File: config.mk
export PLATFORM = sky130hd
export DESIGN_NAME = dtc_sched
export DESIGN_NICKNAME = d
export VERILOG_FILES = /design/src/rtl/dtc_sched_pkg.sv /design/src/rtl/dtc_rr_arb.sv /design/src/rtl/dtc_sched.sv
export SDC_FILE = /design/constraint.sdc
export NUM_CORES = 1
export LEC_CHECK = 0
export BUFFER_PORTS_ARGS = -buffer_cell sky130_fd_sc_hd__clkbuf_2
export CAP_MARGIN = 20
export CORE_MARGIN = 1
export CORE_UTILIZATION = 38
export CTS_BUF_LIST = sky130_fd_sc_hd__clkbuf_8
export CTS_CLUSTER_DIAMETER = 50
export DETAILED_ROUTE_END_ITERATION = 8
export GPL_TIMING_DRIVEN = 1
export PLACE_DENSITY = 0.79
export SLEW_MARGIN = 20
export SYNTH_ARGS = -nofsm -noshare
export SYNTH_HDL_FRONTEND = slang
export SYNTH_HIERARCHICAL = 1
export SYNTH_SLANG_ARGS = --single-unit
File: constraint.sdc
create_clock -name clk -period 2 [get_ports clk]
set_input_delay 0.1 -clock clk [delete_from_list [all_inputs] [get_ports clk]]
set_output_delay 0.1 -clock clk [all_outputs]
set_load 0.02 [all_outputs]
File: src/rtl/dtc_sched_pkg.sv
// Shared widths and payload types for the decision-tree classifier scheduler.
package dtc_sched_pkg;

  localparam int unsigned FEAT_W = 12;
  localparam int unsigned CLS_W  = 3;
  localparam int unsigned NCLASS = 8;

  typedef logic [FEAT_W-1:0] feat_t;
  typedef logic [CLS_W-1:0]  cls_t;

endpackage

File: src/rtl/dtc_rr_arb.sv
// Combinational round-robin arbiter: first active request at or above ptr, wrapping.
module dtc_rr_arb #(
  parameter int unsigned NREQ = 4
) (
  input  logic [NREQ-1:0]         req,
  input  logic                    en,
  input  logic [$clog2(NREQ)-1:0] ptr,
  output logic [NREQ-1:0]         grant,
  output logic [$clog2(NREQ)-1:0] grant_idx,
  output logic                    any_grant
);

  localparam int unsigned IDX_W = $clog2(NREQ);
  localparam int unsigned SUM_W = IDX_W + 1;

  logic [NREQ-1:0]  rot;
  logic [SUM_W-1:0] sum;

  // Rotate so bit 0 is the pointer position, then pick the lowest set bit.
  always_comb begin
    rot       = NREQ'({req, req} >> ptr);
    sum       = '0;
    any_grant = 1'b0;
    for (int unsigned k = 0; k < NREQ; k++) begin
      if (en && !any_grant && rot[k]) begin
        any_grant = 1'b1;
        sum       = {1'b0, ptr} + SUM_W'(k);
      end
    end
    if (sum >= SUM_W'(NREQ)) sum = sum - SUM_W'(NREQ);
    grant_idx = sum[IDX_W-1:0];
    grant     = '0;
    for (int unsigned i = 0; i < NREQ; i++) begin
      grant[i] = any_grant && (grant_idx == IDX_W'(i));
    end
  end

endmodule

File: src/rtl/dtc_sched.sv
// Shares one classifier among NREQ requesters: RR arbitration, two-stage pipe, valid/ready result.
// Optional per-class result histogram enabled with `define DTC_SCHED_HIST_EN.
module dtc_sched
  import dtc_sched_pkg::*;
#(
  parameter int unsigned NREQ  = 4,
  parameter int unsigned ID_W  = 2,
  parameter int unsigned CNT_W = 16
) (
  input  logic                   clk,
  input  logic                   rst_n,
  input  logic [NREQ-1:0]        req_valid,
  input  logic [NREQ*FEAT_W-1:0] req_feat,
  output logic [NREQ-1:0]        req_ready,
  output logic [FEAT_W-1:0]      cls_feat,
  input  logic [CLS_W-1:0]       cls_class,
  output logic                   out_valid,
  input  logic                   out_ready,
  output logic [CLS_W-1:0]       out_class,
  output logic [ID_W-1:0]        out_id,
  input  logic [2:0]             hist_sel,
  input  logic                   hist_clr,
  output logic [CNT_W-1:0]       hist_cnt
);

  localparam int unsigned IDX_W = $clog2(NREQ);

  logic             a_valid;
  feat_t            feat_q;
  logic [ID_W-1:0]  a_id;
  logic [IDX_W-1:0] rr_ptr;

  logic             b_free;
  logic             a_adv;
  logic             a_free;
  logic [NREQ-1:0]  grant;
  logic [IDX_W-1:0] grant_idx;
  logic             any_grant;
  feat_t            grant_feat;

  assign b_free = !out_valid || out_ready;
  assign a_adv  = a_valid && b_free;
  // Held in reset so no requester sees an accept while the pipe is cleared.
  assign a_free = (!a_valid || a_adv) && rst_n;

  dtc_rr_arb #(.NREQ(NREQ)) u_arb (
    .req       (req_valid),
    .en        (a_free),
    .ptr       (rr_ptr),
    .grant     (grant),
    .grant_idx (grant_idx),
    .any_grant (any_grant)
  );

  assign req_ready = grant;
  assign cls_feat  = feat_q;

  always_comb begin
    grant_feat = '0;
    for (int unsigned i = 0; i < NREQ; i++) begin
      if (grant[i]) grant_feat = grant_feat | req_feat[i*FEAT_W +: FEAT_W];
    end
  end

  // Stage A: granted features feed the external classifier.
  always_ff @(posedge clk or negedge rst_n) begin
    if (!rst_n) begin
      a_valid <= 1'b0;
      feat_q  <= '0;
      a_id    <= '0;
      rr_ptr  <= '0;
    end else if (any_grant) begin
      a_valid <= 1'b1;
      feat_q  <= grant_feat;
      a_id    <= ID_W'(grant_idx);
      rr_ptr  <= (grant_idx == IDX_W'(NREQ - 1)) ? '0 : grant_idx + 1'b1;
    end else if (a_adv) begin
      a_valid <= 1'b0;
    end
  end

  // Stage B: capture the classifier result alongside the requester id.
  always_ff @(posedge clk or negedge rst_n) begin
    if (!rst_n) begin
      out_valid <= 1'b0;
      out_class <= '0;
      out_id    <= '0;
    end else if (a_adv) begin
      out_valid <= 1'b1;
      out_class <= cls_class;
      out_id    <= a_id;
    end else if (b_free) begin
      out_valid <= 1'b0;
    end
  end

`ifdef DTC_SCHED_HIST_EN
  logic [CNT_W-1:0] bins [NCLASS];
  logic [CNT_W-1:0] hist_q;

  // Saturating per-class counters; clear wins over a same-cycle increment.
  always_ff @(posedge clk or negedge rst_n) begin
    if (!rst_n) begin
      for (int unsigned i = 0; i < NCLASS; i++) bins[i] <= '0;
      hist_q <= '0;
    end else begin
      if (hist_clr) begin
        for (int unsigned i = 0; i < NCLASS; i++) bins[i] <= '0;
      end else if (out_valid && out_ready && (bins[out_class] != '1)) begin
        bins[out_class] <= bins[out_class] + 1'b1;
      end
      hist_q <= bins[hist_sel];
    end
  end

  assign hist_cnt = hist_q;
`else
  logic unused_hist;
  assign unused_hist = ^{hist_sel, hist_clr};
  assign hist_cnt    = '0;
`endif

endmodule

=== Yosys cells after proc, flatten, opt, wreduce, memory -nomap -nowiden ===
Index checks and enable logic that the tools add are counted.

* Output and inout port bits: 38
* Register bits: 23
* Word-level logic and storage cells: 61
* Input bits: 62

* Multiplexer cells: 18
* Add/subtract/negate cells: 5
* Shift operators: 1
* Reduce and logical (&&, ||, !) cells: 23
* Eq/ne operators: 3
* Bitwise logic cells: 3
* Order comparisons: 1

{| class="wikitable"
|+ Operators with widths
! operator !! count
|-
| two-way mux 12 bit || 4
|-
| OR 12 bit || 3
|-
| logical AND 1 bit || 13
|-
| two-way mux 3 bit || 3
|-
| two-way mux 1 bit || 8
|-
| >> shifter 8 x 2 -> 4 bit || 1
|-
| adder 2 x 2 -> 3 bit (second input constant) || 2
|-
| two-way mux 2 bit || 3
|-
| zero test 1 bit || 5
|-
| equality test 2 bit (second input constant) || 2
|-
| nonzero test 2 bit || 2
|-
| adder 2 x 1 -> 3 bit (second input constant) || 1
|-
| greater-or-equal comparator 3 bit (second input constant) || 1
|-
| adder 2 x 1 -> 2 bit (second input constant) || 1
|-
| equality test 2 x 1 -> 1 bit (second input constant) || 1
|-
| zero test 2 bit || 1
|-
| logical OR 1 bit || 2
|-
| subtractor 2 x 1 -> 2 bit (second input constant) || 1
|}

=== Depth between registers and ports, before layout ===
Gate-level depths: netlist of the first run.

* Depth in word-level cells: 30
* Gate-level depth with buffers: 9
* Gate-level depth less buffers: 8

=== By module ===
Netlist of the first run, hierarchy kept.

{| class="wikitable"
|+ Modules (own cells, without submodules)
! module !! cells an instance !! area an instance (µm²) !! instances !! sequential area each (µm²)
|-
| dtc_sched || 112 || 1237.4 || 1 || 575.6
|-
| dtc_rr_arb || 24 || 147.6 || 1 || 0.0
|}

=== Worst setup path after synthesis of the first run ===
Ideal clock, no wire load.

* Path kind: reg-to-reg
* From: register out_valid
* To: register feat_q[3], in the netlist cls_feat[3]
* Slack: -0.336 ns
* Cell stages (with the launch flop): 9
* Setup time: 0.082 ns
* Arrival time: 2.254 ns
* Clock period less this slack: 2.336 ns
* Path buffers: 1
* Required time: 1.918 ns
* Cell sequence: dfrtp_1 > and2b_2 > a21boi_0 > o21ai_0 > a21oi_2 > nor2b_1 > buf_4 > a22oi_1 > a31oi_1

* Elaborated cells between the ends (all ways): 41
* Those cells by class: add/sub (1); order compare (1); eq/ne (3); mux (13); bitwise (3); reduce/logical (20)

{| class="wikitable"
|+ RTL lines
! what !! line !! source
|-
| start: declaration || dtc_sched.sv:17 || <nowiki>output logic out_valid,</nowiki>
|-
| start signal: assignment || dtc_sched.sv:85 || <nowiki>out_valid <= 1'b0;</nowiki>
|-
| start signal: assignment || dtc_sched.sv:89 || <nowiki>out_valid <= 1'b1;</nowiki>
|-
| start signal: assignment || dtc_sched.sv:93 || <nowiki>out_valid <= 1'b0;</nowiki>
|-
| zero test 1 bit (*) || dtc_sched.sv:41 || <nowiki>assign b_free = !out_valid || out_ready;</nowiki>
|-
| logical OR 1 bit (*) || dtc_sched.sv:41 ||
|-
| logical AND 1 bit (*) || dtc_sched.sv:42 || <nowiki>assign a_adv = a_valid && b_free;</nowiki>
|-
| logical OR 1 bit (*) || dtc_sched.sv:44 || <nowiki>assign a_free = (!a_valid || a_adv) && rst_n;</nowiki>
|-
| logical AND 1 bit (*) || dtc_sched.sv:44 ||
|-
| named net a_free || dtc_sched.sv:35 || <nowiki>logic a_free;</nowiki>
|-
| logical AND 1 bit || dtc_rr_arb.sv:25 || <nowiki>if (en && !any_grant && rot[k]) begin</nowiki>
|-
| two-way mux 1 bit || dtc_rr_arb.sv:25 ||
|-
| (+13 left out) || n/a ||
|-
| two-way mux 2 bit (*) || dtc_rr_arb.sv:30 || <nowiki>if (sum >= SUM_W'(NREQ)) sum = sum - SUM_W'(NREQ);</nowiki>
|-
| named net grant_idx[1] || dtc_sched.sv:37 || <nowiki>logic [IDX_W-1:0] grant_idx;</nowiki>
|-
| equality test 2 bit (*) || dtc_rr_arb.sv:34 || <nowiki>grant[i] = any_grant && (grant_idx == IDX_W'(i));</nowiki>
|-
| logical AND 1 bit (*) || dtc_rr_arb.sv:34 ||
|-
| named net req_ready[2] || dtc_sched.sv:14 || <nowiki>output logic [NREQ-1:0] req_ready,</nowiki>
|-
| two-way mux 12 bit (*) || dtc_sched.sv:61 || <nowiki>if (grant[i]) grant_feat = grant_feat | req_feat[i*FEAT_W +: FEAT_W];</nowiki>
|-
| OR 12 bit || dtc_sched.sv:61 ||
|-
| two-way mux 12 bit (*) || dtc_sched.sv:61 ||
|-
| end signal: assignment || dtc_sched.sv:74 || <nowiki>feat_q <= grant_feat;</nowiki>
|-
| end: declaration || dtc_sched.sv:29 || <nowiki>feat_t feat_q;</nowiki>
|}

The timed path passes the listed nets; every way through them passes the cells marked *.
A chain may end at the register's enable or synchronous reset.

=== Worst setup path after layout of the first run ===
* From: register out_valid
* To: output port req_ready[3]

* Longest elaborated chain between the ends: 23
* Elaborated cells between the ends (all ways): 28
* Those cells by class: add/sub (1); order compare (1); eq/ne (1); mux (9); reduce/logical (16)

{| class="wikitable"
|+ Ends and longest elaborated chain
! what !! line
|-
| zero test 1 bit (*) || dtc_sched.sv:41
|-
| logical OR 1 bit (*) || dtc_sched.sv:41
|-
| logical AND 1 bit (*) || dtc_sched.sv:42
|-
| logical OR 1 bit (*) || dtc_sched.sv:44
|-
| logical AND 1 bit (*) || dtc_sched.sv:44
|-
| named net a_free || dtc_sched.sv:35
|-
| logical AND 1 bit || dtc_rr_arb.sv:25
|-
| two-way mux 1 bit || dtc_rr_arb.sv:25
|-
| (+8 left out) || n/a
|-
| zero test 1 bit || dtc_rr_arb.sv:25
|-
| logical AND 1 bit (2 in series) || dtc_rr_arb.sv:25
|-
| two-way mux 3 bit (*) || dtc_rr_arb.sv:25
|-
| greater-or-equal comparator 3 bit / subtractor 2 x 1 -> 2 bit (equally long branches) || dtc_rr_arb.sv:30
|-
| two-way mux 2 bit (*) || dtc_rr_arb.sv:30
|-
| named net grant_idx[0] || dtc_sched.sv:37
|-
| equality test 2 bit (*) || dtc_rr_arb.sv:34
|-
| logical AND 1 bit (*) || dtc_rr_arb.sv:34
|-
| end: declaration || dtc_sched.sv:14
|}

Marked as above.

==> flow_summary.json, run 1 <==
{
  "status": "finished with violations",
  "violations": "negative setup slack",
  "min_path_type": "in2reg",
  "reg2reg_depth": 11,
  "busiest_layer": "met2",
  "hold_depth": 2,
  "timing.final.ws_setup_ns": -0.0649,
  "met3_usage": 0.0237,
  "drc_errors": 0,
  "synth.distinct_cells": 31,
  "ir_worst_vdd_mv": 0.473,
  "antenna_cells": 0,
  "hold_viol_final": 0,
  "worstPathMaxFanout": 5,
  "drive_above_1_share": 0.626,
  "place_area_um2": 1840,
  "end_kind": "primary output",
  "die_area_um2": 3890,
  "hpwlAfterDp_um": 2570,
  "post-place-ws_ns": -0.149,
  "min_period_ns": 2.06,
  "gr-usage-met1": 0.249,
  "die_w_um": 62.4,
  "overflow": 0,
  "drt-pass1-iter-count": 4,
  "cts.path.max_buffers": 2,
  "yosysWarnings": 6,
  "finClkSkew_ns": 0.00137,
  "p_total_mw": 2.01,
  "routedWlPerCell_um": 13.5,
  "cts_tree": "yes",
  "netlist_instances": 136,
  "startpoint_type": "flop",
  "cp_cell_sequence": "and2b_2 -> a21boi_2 -> buf_4 -> o2111ai_2 -> a21o_1 -> inv_2 -> buf_6 -> and2_4 -> buf_8",
  "critPathMaxStageDelay_ns": 0.40,
  "die_h_um": 62.4,
  "rows": 21,
  "p_per_area_nw_per_um2": 918,
  "avgSynthCellArea_um2": 10.2,
  "critPathSlowestCell": "dfrtp_2",
  "ys_seq_elements": 23,
  "layout_commonest_cell": "clkbuf_2",
  "io_buffers": 79,
  "crit_cells": 9,
  "whs_ns": 0.0789,
  "final_nets": 302,
  "grt_first_pass_wirelength_um": 5860,
  "crit_family": "buffers and inverters",
  "arrival_ns": 1.96,
  "antenna_left": 0,
  "io_pins": 100,
  "drv_cap": 0,
  "clock_sinks": 23,
  "antenna_found_initial": 0,
  "use_met2": 0.327,
  "start_util": 0.405,
  "grtUsageTotal": 0.189,
  "numPlacedInstances": 264,
  "layout-area-overhead-vs-synth_pct": 57.8,
  "num_vias": 1399,
  "drt_iter0_drc": 40,
  "clock_latency_ns": 0.26,
  "stdcell_count": 284,
  "coreArea_um2": 3420,
  "crit_path_start": "out_valid$_DFFE_PN0P_",
  "final-setup-viol-count": 8,
  "grt_max_degree": 24,
  "rsz0062_at_grt": "true",
  "path_buf_inv": 4,
  "clk_pin_slew_ns": 0.08,
  "critPathKind": "reg2out",
  "period_share": 1.03,
  "seq_area_frac_synth": 0.416,
  "gp_congestion": 0.885,
  "finalMaxSlewViolations": 0,
  "postLayoutCoreUtil": 0.640,
  "routed_wl_um": 3830,
  "final.setup.tns_ns": -0.174,
  "final_cell_mix": "clkbuf_2, dfrtp_1, buf_4, a22oi_2, conb_1",
  "viasPerCell": 4.93,
  "root_buffer": "clkbuf_8",
  "grt_pass1_vias": 1262,
  "fmax_mhz": 484,
  "cts_made_buffers": 3,
  "hold_start": "cls_class[1]",
  "cts-htree-levels": 1,
  "cp_data_required_time_ns": 1.90,
  "reg2reg_from": "out_valid$_DFFE_PN0P_",
  "leakagePower_nw": 1.08,
  "syn_area_um2": 1390,
  "stdcell_area_um2": 2190
}
## per-layer routing
metal / part of all wire / wire (um) / up-vias
met3: 0.060 / 231 / 6
li1: - / - / 676
met1: 0.42 / 1590 / 647
met2: 0.51 / 1940 / 70
met5: 0 / 0 / -
met4: 0.017 / 65 / 0
## cell usage after synthesis
cell / number / area [um2]
nand2b_1: 1 / 6.26
nand2b_4: 1 / 13.8
buf_4: 20 / 150
nor2_1: 16 / 60.1
mux2_2: 4 / 45.0
a21boi_0: 1 / 7.51
inv_2: 1 / 3.75
nand2_1: 2 / 7.51
or2_2: 1 / 6.26
nor2b_1: 2 / 12.5
o21ai_0: 2 / 10.0
nand4b_1: 1 / 8.76
dfrtp_1: 23 / 576
and2_1: 1 / 6.26
o211ai_1: 1 / 7.51
conb_1: 1 / 3.75
a21o_1: 2 / 15.0
a21oi_2: 1 / 8.76
and2b_2: 1 / 8.76
nand2_4: 1 / 11.3
a22oi_1: 24 / 180
o2bb2ai_1: 1 / 8.76
o31a_1: 1 / 8.76
inv_1: 2 / 7.51
nand4bb_1: 1 / 11.3
or2b_1: 1 / 7.51
a31oi_1: 13 / 81.3
ha_1: 1 / 12.5
buf_2: 3 / 15.0
o2111ai_1: 1 / 8.76
mux2_4: 5 / 75.1
## power by group
| part | total, mW | internal (mW) | switching [mW] |
|---|---|---|---|
| Sequential | 0.695 | 0.600 | 0.0945 |
| Combinational | 1.03 | 0.496 | 0.531 |
| Clock | 0.285 | 0.139 | 0.146 |
## cells by family (layout without fill, tap and decap cells)
group,after synthesis,in the layout,share of synthesized area
DFF,23,23,0.416
AOI/OAI and AO/OA,47,47,0.243
adders and majority gates,1,1,0.00903
buffers and inverters,26,113,0.127
and+or+nand+nor,29,29,0.116
muxes,9,9,0.0867
other,1,16,0.00271
## final timing paths
kind	to	slack, ns
max in group asynchronous	out_valid$_DFFE_PN0P_	1.40
setup reg to reg	cls_feat[5]$_DFFE_PN0P_	-0.02
min in group asynchronous	a_valid$_DFFE_PN0P_	0.36
setup / recovery	req_ready[3]	-0.06
hold reg to reg	out_id[0]$_DFFE_PN0P_	0.51
hold / removal	out_class[1]$_DFFE_PN0P_	0.08
## final cells by class
class	instances	area (um2)
multi-input cells	102	818
well taps	46	57.6
repair buffers	106	676
clock inverters	1	5.00
clock buffers	3	41.3
flip-flops and latches	23	577
fillers	283	1230
inverters	3	11.3
## flip-flops by register name (all words and copies together) (netlist names)
name / flops
out_class: 3
out_id: 2
cls_feat: 12
a_valid: 1
rr_ptr: 2
a_id: 2
out_valid: 1
## timing repair
item | in CTS | in global routing
hold endpoints to repair | 23 | 0
pin swaps | 2 | 20
resized for setup | 8 | 32
buffers inserted | 8 | 7
setup endpoints to repair | 16 | 18
hold buffers | 1 | 0
(Power assumes the default switching activity.)
==> inputs of run 2 (changes only) <==
Settings changed: CORE_MARGIN 1 to 1.5, RECOVER_POWER from default to 25.
==> run 2 against run 1 <==
Compared with the run above: the flow now finishes without violations; global-route usage shrank 0.71 points; wire length grew 0.86%; total power shrank 4.1%; die area grew 3.2%; final cell count shrank 2.8%; fmax grew 7.3%; critical path depth shrank 3; register-to-register slack gained 0.11 ns; clock skew grew 0.0024 ns; via count shrank 0.71%; non-clock buffer count shrank 8; sequential cell count is the same; critical path type unchanged; largest cell class unchanged.
==> flow_summary.json, run 2 (synthesis gave the netlist of run 1 again) <==
{
  "met3_usage": 0.0375,
  "startpoint_type": "flop",
  "drt-pass1-iter-count": 4,
  "drt_iter0_drc": 37,
  "rsz0062_at_grt": "true",
  "busiest_layer": "met2",
  "min_path_type": "in2reg",
  "cp_cell_sequence": "and2b_2 -> a21boi_4 -> o21ai_0 -> a21oi_2 -> nor2b_4 -> clkbuf_2",
  "leakagePower_nw": 1.02,
  "arrival_ns": 1.82,
  "final-setup-viol-count": 0,
  "antenna_cells": 0,
  "cts.path.max_buffers": 2,
  "use_met2": 0.301,
  "io_buffers": 79,
  "grt_first_pass_wirelength_um": 5880,
  "hold_viol_final": 0,
  "fmax_mhz": 520,
  "grt_max_degree": 24,
  "largest_reg_flops": 12,
  "viasPerCell": 5.03,
  "rows": 21,
  "cts-htree-levels": 1,
  "final.setup.tns_ns": 0,
  "stdcell_count": 276,
  "routed_wl_um": 3860,
  "crit_path_start": "out_valid$_DFFE_PN0P_",
  "hpwlAfterDp_um": 2710,
  "die_area_um2": 4020,
  "period_share": 0.962,
  "tightest_slew_ns": 1.23,
  "antenna_found_initial": 0,
  "min_period_ns": 1.92,
  "critPathKind": "reg2out",
  "worstPathMaxFanout": 4,
  "status": "complete, no violations",
  "layout-area-overhead-vs-synth_pct": 48.1,
  "io_pins": 100,
  "antenna_left": 0,
  "gr-usage-met1": 0.234,
  "coreArea_um2": 3420,
  "finalMaxSlewViolations": 0,
  "die_w_um": 63.4,
  "path_buf_inv": 1,
  "clock_sinks": 23,
  "gp_congestion": 0.898,
  "maxSlewHeadroom": 0.180,
  "root_buffer": "clkbuf_8",
  "num_vias": 1389,
  "critPathSlowestCell": "dfrtp_2",
  "cp_data_required_time_ns": 1.90,
  "clock_latency_ns": 0.26,
  "reg2reg_from": "out_valid$_DFFE_PN0P_",
  "drv_cap": 0,
  "cts_tree": "yes",
  "hold_depth": 2,
  "start_util": 0.405,
  "grt_pass1_vias": 1303,
  "end_kind": "primary output",
  "routedWlPerCell_um": 14.0,
  "overflow": 0,
  "numPlacedInstances": 262,
  "ir_worst_vdd_mv": 0.394,
  "clk_pin_slew_ns": 0.08,
  "critPathMaxStageDelay_ns": 0.40,
  "die_h_um": 63.4,
  "p_total_mw": 1.92,
  "hold_start": "cls_class[1]",
  "grtUsageTotal": 0.182,
  "layout_commonest_cell": "clkbuf_2",
  "finClkSkew_ns": 0.00379,
  "final_cell_mix": "clkbuf_2, dfrtp_1, conb_1, nor2_1",
  "cts_made_buffers": 3,
  "drive_above_1_share": 0.583,
  "drc_errors": 0,
  "p_per_area_nw_per_um2": 938,
  "crit_cells": 6,
  "final_nets": 294,
  "crit_family": "compound AO/OA/AOI/OAI gates",
  "postLayoutCoreUtil": 0.601,
  "reg2reg_depth": 10
}
## run 2: layer usage
layer  share of wire  vias up
met3           0.054        6
li1                -      659
met4           0.016        0
met1            0.41      661
met5               0        -
met2            0.52       63
## run 2: path summary, 6_finish.rpt
kind,to,slack (ns)
max in group asynchronous,rr_ptr[0]$_DFFE_PN0P_,0.42
hold reg to reg,out_id[1]$_DFFE_PN0P_,0.51
hold / removal,out_class[1]$_DFFE_PN0P_,0.08
min in group asynchronous,out_class[2]$_DFFE_PN0P_,0.77
setup reg to reg,cls_feat[4]$_DFFE_PN0P_,0.09
setup / recovery,req_ready[2],0.08
## run 2: area by class of cell
type / instances / area, um2
fill: 313 / 1360
multi-input combinational: 102 / 803
sequential: 23 / 578
timing repair buffer: 98 / 557
tap: 46 / 57.6
clock buffer: 3 / 41.3
inverter: 3 / 11.3
clock inverter: 1 / 3.75
## run 2: per-stage QoR
stage | area [um2] | hold WS [ns] | worst slack, ns
after floorplan | 1460 | -0.196 | 0.0408
after global placement | 1810 | 0.116 | -0.0536
after detailed placement | 1810 | 0.109 | -0.111
after CTS | 1910 | 0.0741 | 0.0213
after global routing | 2050 | 0.0680 | -0.0563
final | 2050 | 0.0762 | 0.0762
## run 2: power by group
part,switching (mW),internal (mW)
Sequential,0.0968,0.602
Clock,0.145,0.137
Combinational,0.510,0.433
## run 2: timing repair
action	CTS	global route
pin swaps	0	6
resized for setup	3	24
hold buffers	1	0
hold endpoints to repair	23	0
setup buffers	4	5
setup endpoints to repair	15	17
==> inputs of run 3 (changes only) <==
Settings changed: CORE_ASPECT_RATIO from default to 0.75.
==> run 3 against run 2 <==
Compared with the run above: the run now ends with negative setup slack left; combinational power grew 5.1%; fmax shrank 4.3%; total power grew 2.0%; worst setup slack lost 0.087 ns; utilization grew 1.8 points; wire length grew 2.1%; die area is essentially flat; via count grew 2.4%; register-to-register slack lost 0.06 ns; global-route usage is essentially flat; critical path depth grew 2; largest power group unchanged.
==> flow_summary.json, run 3 (synthesis gave the netlist of run 1 again) <==
{
  "cp_data_required_time_ns": 1.90,
  "worstPathMaxFanout": 5,
  "startpoint_type": "flop",
  "grt_first_pass_wirelength_um": 5840,
  "power.internal_mw": 1.21,
  "min_period_ns": 2.01,
  "cp_common_cell": "buf_6",
  "hold_depth": 2,
  "drive_above_1_share": 0.530,
  "hold_viol_final": 0,
  "end_kind": "primary output",
  "drc_errors": 0,
  "hold_end": "out_class[0]$_DFFE_PN0P_",
  "antenna_cells": 0,
  "grt_pass1_vias": 1267,
  "cts_tree": "yes",
  "largest_reg_flops": 12,
  "reg2reg_from": "out_valid$_DFFE_PN0P_",
  "reg2reg_slack_ns": 0.03,
  "antenna_left": 0,
  "whs_ns": 0.0831,
  "critPathKind": "reg2out",
  "seqPwrFrac": 0.358,
  "routed_wl_um": 3940,
  "critPathMaxStageDelay_ns": 0.41,
  "coreArea_um2": 3380,
  "clock_sinks": 23,
  "ir_worst_vdd_mv": 0.449,
  "crit_path_start": "out_valid$_DFFE_PN0P_",
  "multi_input_area_um2": 732,
  "gr-usage-met1": 0.257,
  "postLayoutCoreUtil": 0.619,
  "arrival_ns": 1.91,
  "clk_pin_slew_ns": 0.07,
  "die_area_um2": 4020,
  "root_buffer": "clkbuf_8",
  "met3_usage": 0.0511,
  "hold_start": "cls_class[0]",
  "hpwlAfterDp_um": 2690,
  "use_met2": 0.290,
  "io_buffers": 79,
  "rr_endpoint": "cls_feat[10]$_DFFE_PN0P_",
  "rsz0062_at_grt": "true",
  "final.setup.tns_ns": -0.0108,
  "p_comb_frac": 0.505,
  "cts-htree-levels": 1,
  "min_path_type": "in2reg",
  "busiest_layer": "met2",
  "die_h_um": 55.3,
  "drv_cap": 0,
  "grt_max_degree": 30,
  "drt_iter0_drc": 144,
  "routedWlPerCell_um": 14.4,
  "finalMaxSlewViolations": 0,
  "final_cell_mix": "clkbuf_2, a22oi_1, dfrtp_1, conb_1, nor2_1",
  "die_w_um": 72.7,
  "regArea_um2": 577,
  "critPathSlowestCell": "dfrtp_2",
  "final-setup-viol-count": 1,
  "p_total_mw": 1.96,
  "numPlacedInstances": 256,
  "cp_cell_sequence": "and2b_2 -> a21boi_4 -> o2111ai_2 -> a21o_1 -> inv_2 -> buf_6 -> and2_4 -> buf_6",
  "leakagePower_nw": 1.06,
  "period_share": 1.01,
  "finClkSkew_ns": 0.00134,
  "tightest_slew_ns": 1.21,
  "p_clk_frac": 0.137,
  "grtUsageTotal": 0.182,
  "maxSlewHeadroom": 0.192,
  "clock_latency_ns": 0.25,
  "fillers": 289,
  "layout_commonest_cell": "clkbuf_2",
  "violations": "negative setup slack",
  "cts_made_buffers": 3,
  "reg2reg_depth": 10,
  "overflow": 0,
  "p_per_area_nw_per_um2": 939,
  "fmax_mhz": 497,
  "cts.path.max_buffers": 2,
  "start_util": 0.410,
  "power_switching_share": 0.384,
  "stdcell_count": 274,
  "final_nets": 298,
  "status": "finished with violations",
  "gp_congestion": 0.797,
  "io_pins": 100,
  "antenna_found_initial": 0,
  "viasPerCell": 5.19,
  "num_vias": 1423,
  "power.net_switching_uw": 753,
  "rows": 18,
  "drt-pass1-iter-count": 4,
  "layout-area-overhead-vs-synth_pct": 50.9,
  "timing.final.ws_setup_ns": -0.0108
}
## run 3: changes by cell type in the layout (fill, tap and decap cells not counted), moves of 2 or more
cell / before / now
clkbuf_2: 77 / 75
buf_12: 0 / 4
a22oi_2: 12 / 0
a22oi_1: 12 / 24
buf_8: 0 / 2
## run 3: layout make-up
type | instances | area share
clock buffers | 3 | 0.0198
flip-flops and latches | 23 | 0.276
clock inverters | 1 | 0.00180
repair buffers | 102 | 0.323
well taps | 40 | 0.0240
multi-input cells | 102 | 0.350
inverters | 3 | 0.00539
## run 3: stage by stage
stage               setup WS (ns)  cell area, um2
floorplan                  0.0408            1460
global placement          -0.0777            1830
detailed placement         -0.157            1830
CTS                      -0.00315            1950
global route              -0.0760            2090
finish                    -0.0108            2090
## run 3: how the worst max path moves through the flow
| stage | end | slack (ns) |
|---|---|---|
| 2_1_floorplan | cls_feat[10]$_DFFE_PN0P_ | 0.04 |
| 5_1_grt | req_ready[3] | -0.08 |
| 3_5_place_dp | cls_feat[6]$_DFFE_PN0P_ | -0.16 |
| 6_report | req_ready[3] | -0.01 |
| 3_3_place_gp | cls_feat[0]$_DFFE_PN0P_ | -0.08 |
| 4_1_cts | req_ready[3] | -0.003 |
## run 3: power groups by stage
stage          Sequential, mW  Clock [mW]  Combinational (mW)
2_1_floorplan           0.821           0               0.428
6_report                0.702       0.269               0.991
5_1_grt                 0.719       0.298                1.06
3_5_place_dp            0.706           0               0.829
3_3_place_gp            0.699           0               0.818
4_1_cts                 0.696       0.284               0.870
## run 3: metal layers
metal  up-vias  share of wire
li1        670              -
met5         -              0
met2        69           0.48
met4         0              0
met1       684           0.46
met3         0          0.063
## run 3: what timing repair did
| item | in CTS | in global routing |
|---|---|---|
| gates cloned | 0 | 1 |
| hold endpoints to repair | 23 | 0 |
| buffers inserted | 6 | 6 |
| endpoints found under the setup margin | 16 | 17 |
| pin swaps | 1 | 10 |
| hold buffers | 1 | 0 |
| gates resized for setup | 5 | 20 |
## run 3: critical path: cells and delay by family (launching register included)
| kind | cells | cell delay [ns] |
|---|---|---|
| flip-flops | 1 | 0.41 |
| AND/OR/NAND/NOR | 2 | 0.41 |
| buffers and inverters | 3 | 0.33 |
| AO/OA/AOI/OAI | 3 | 0.52 |
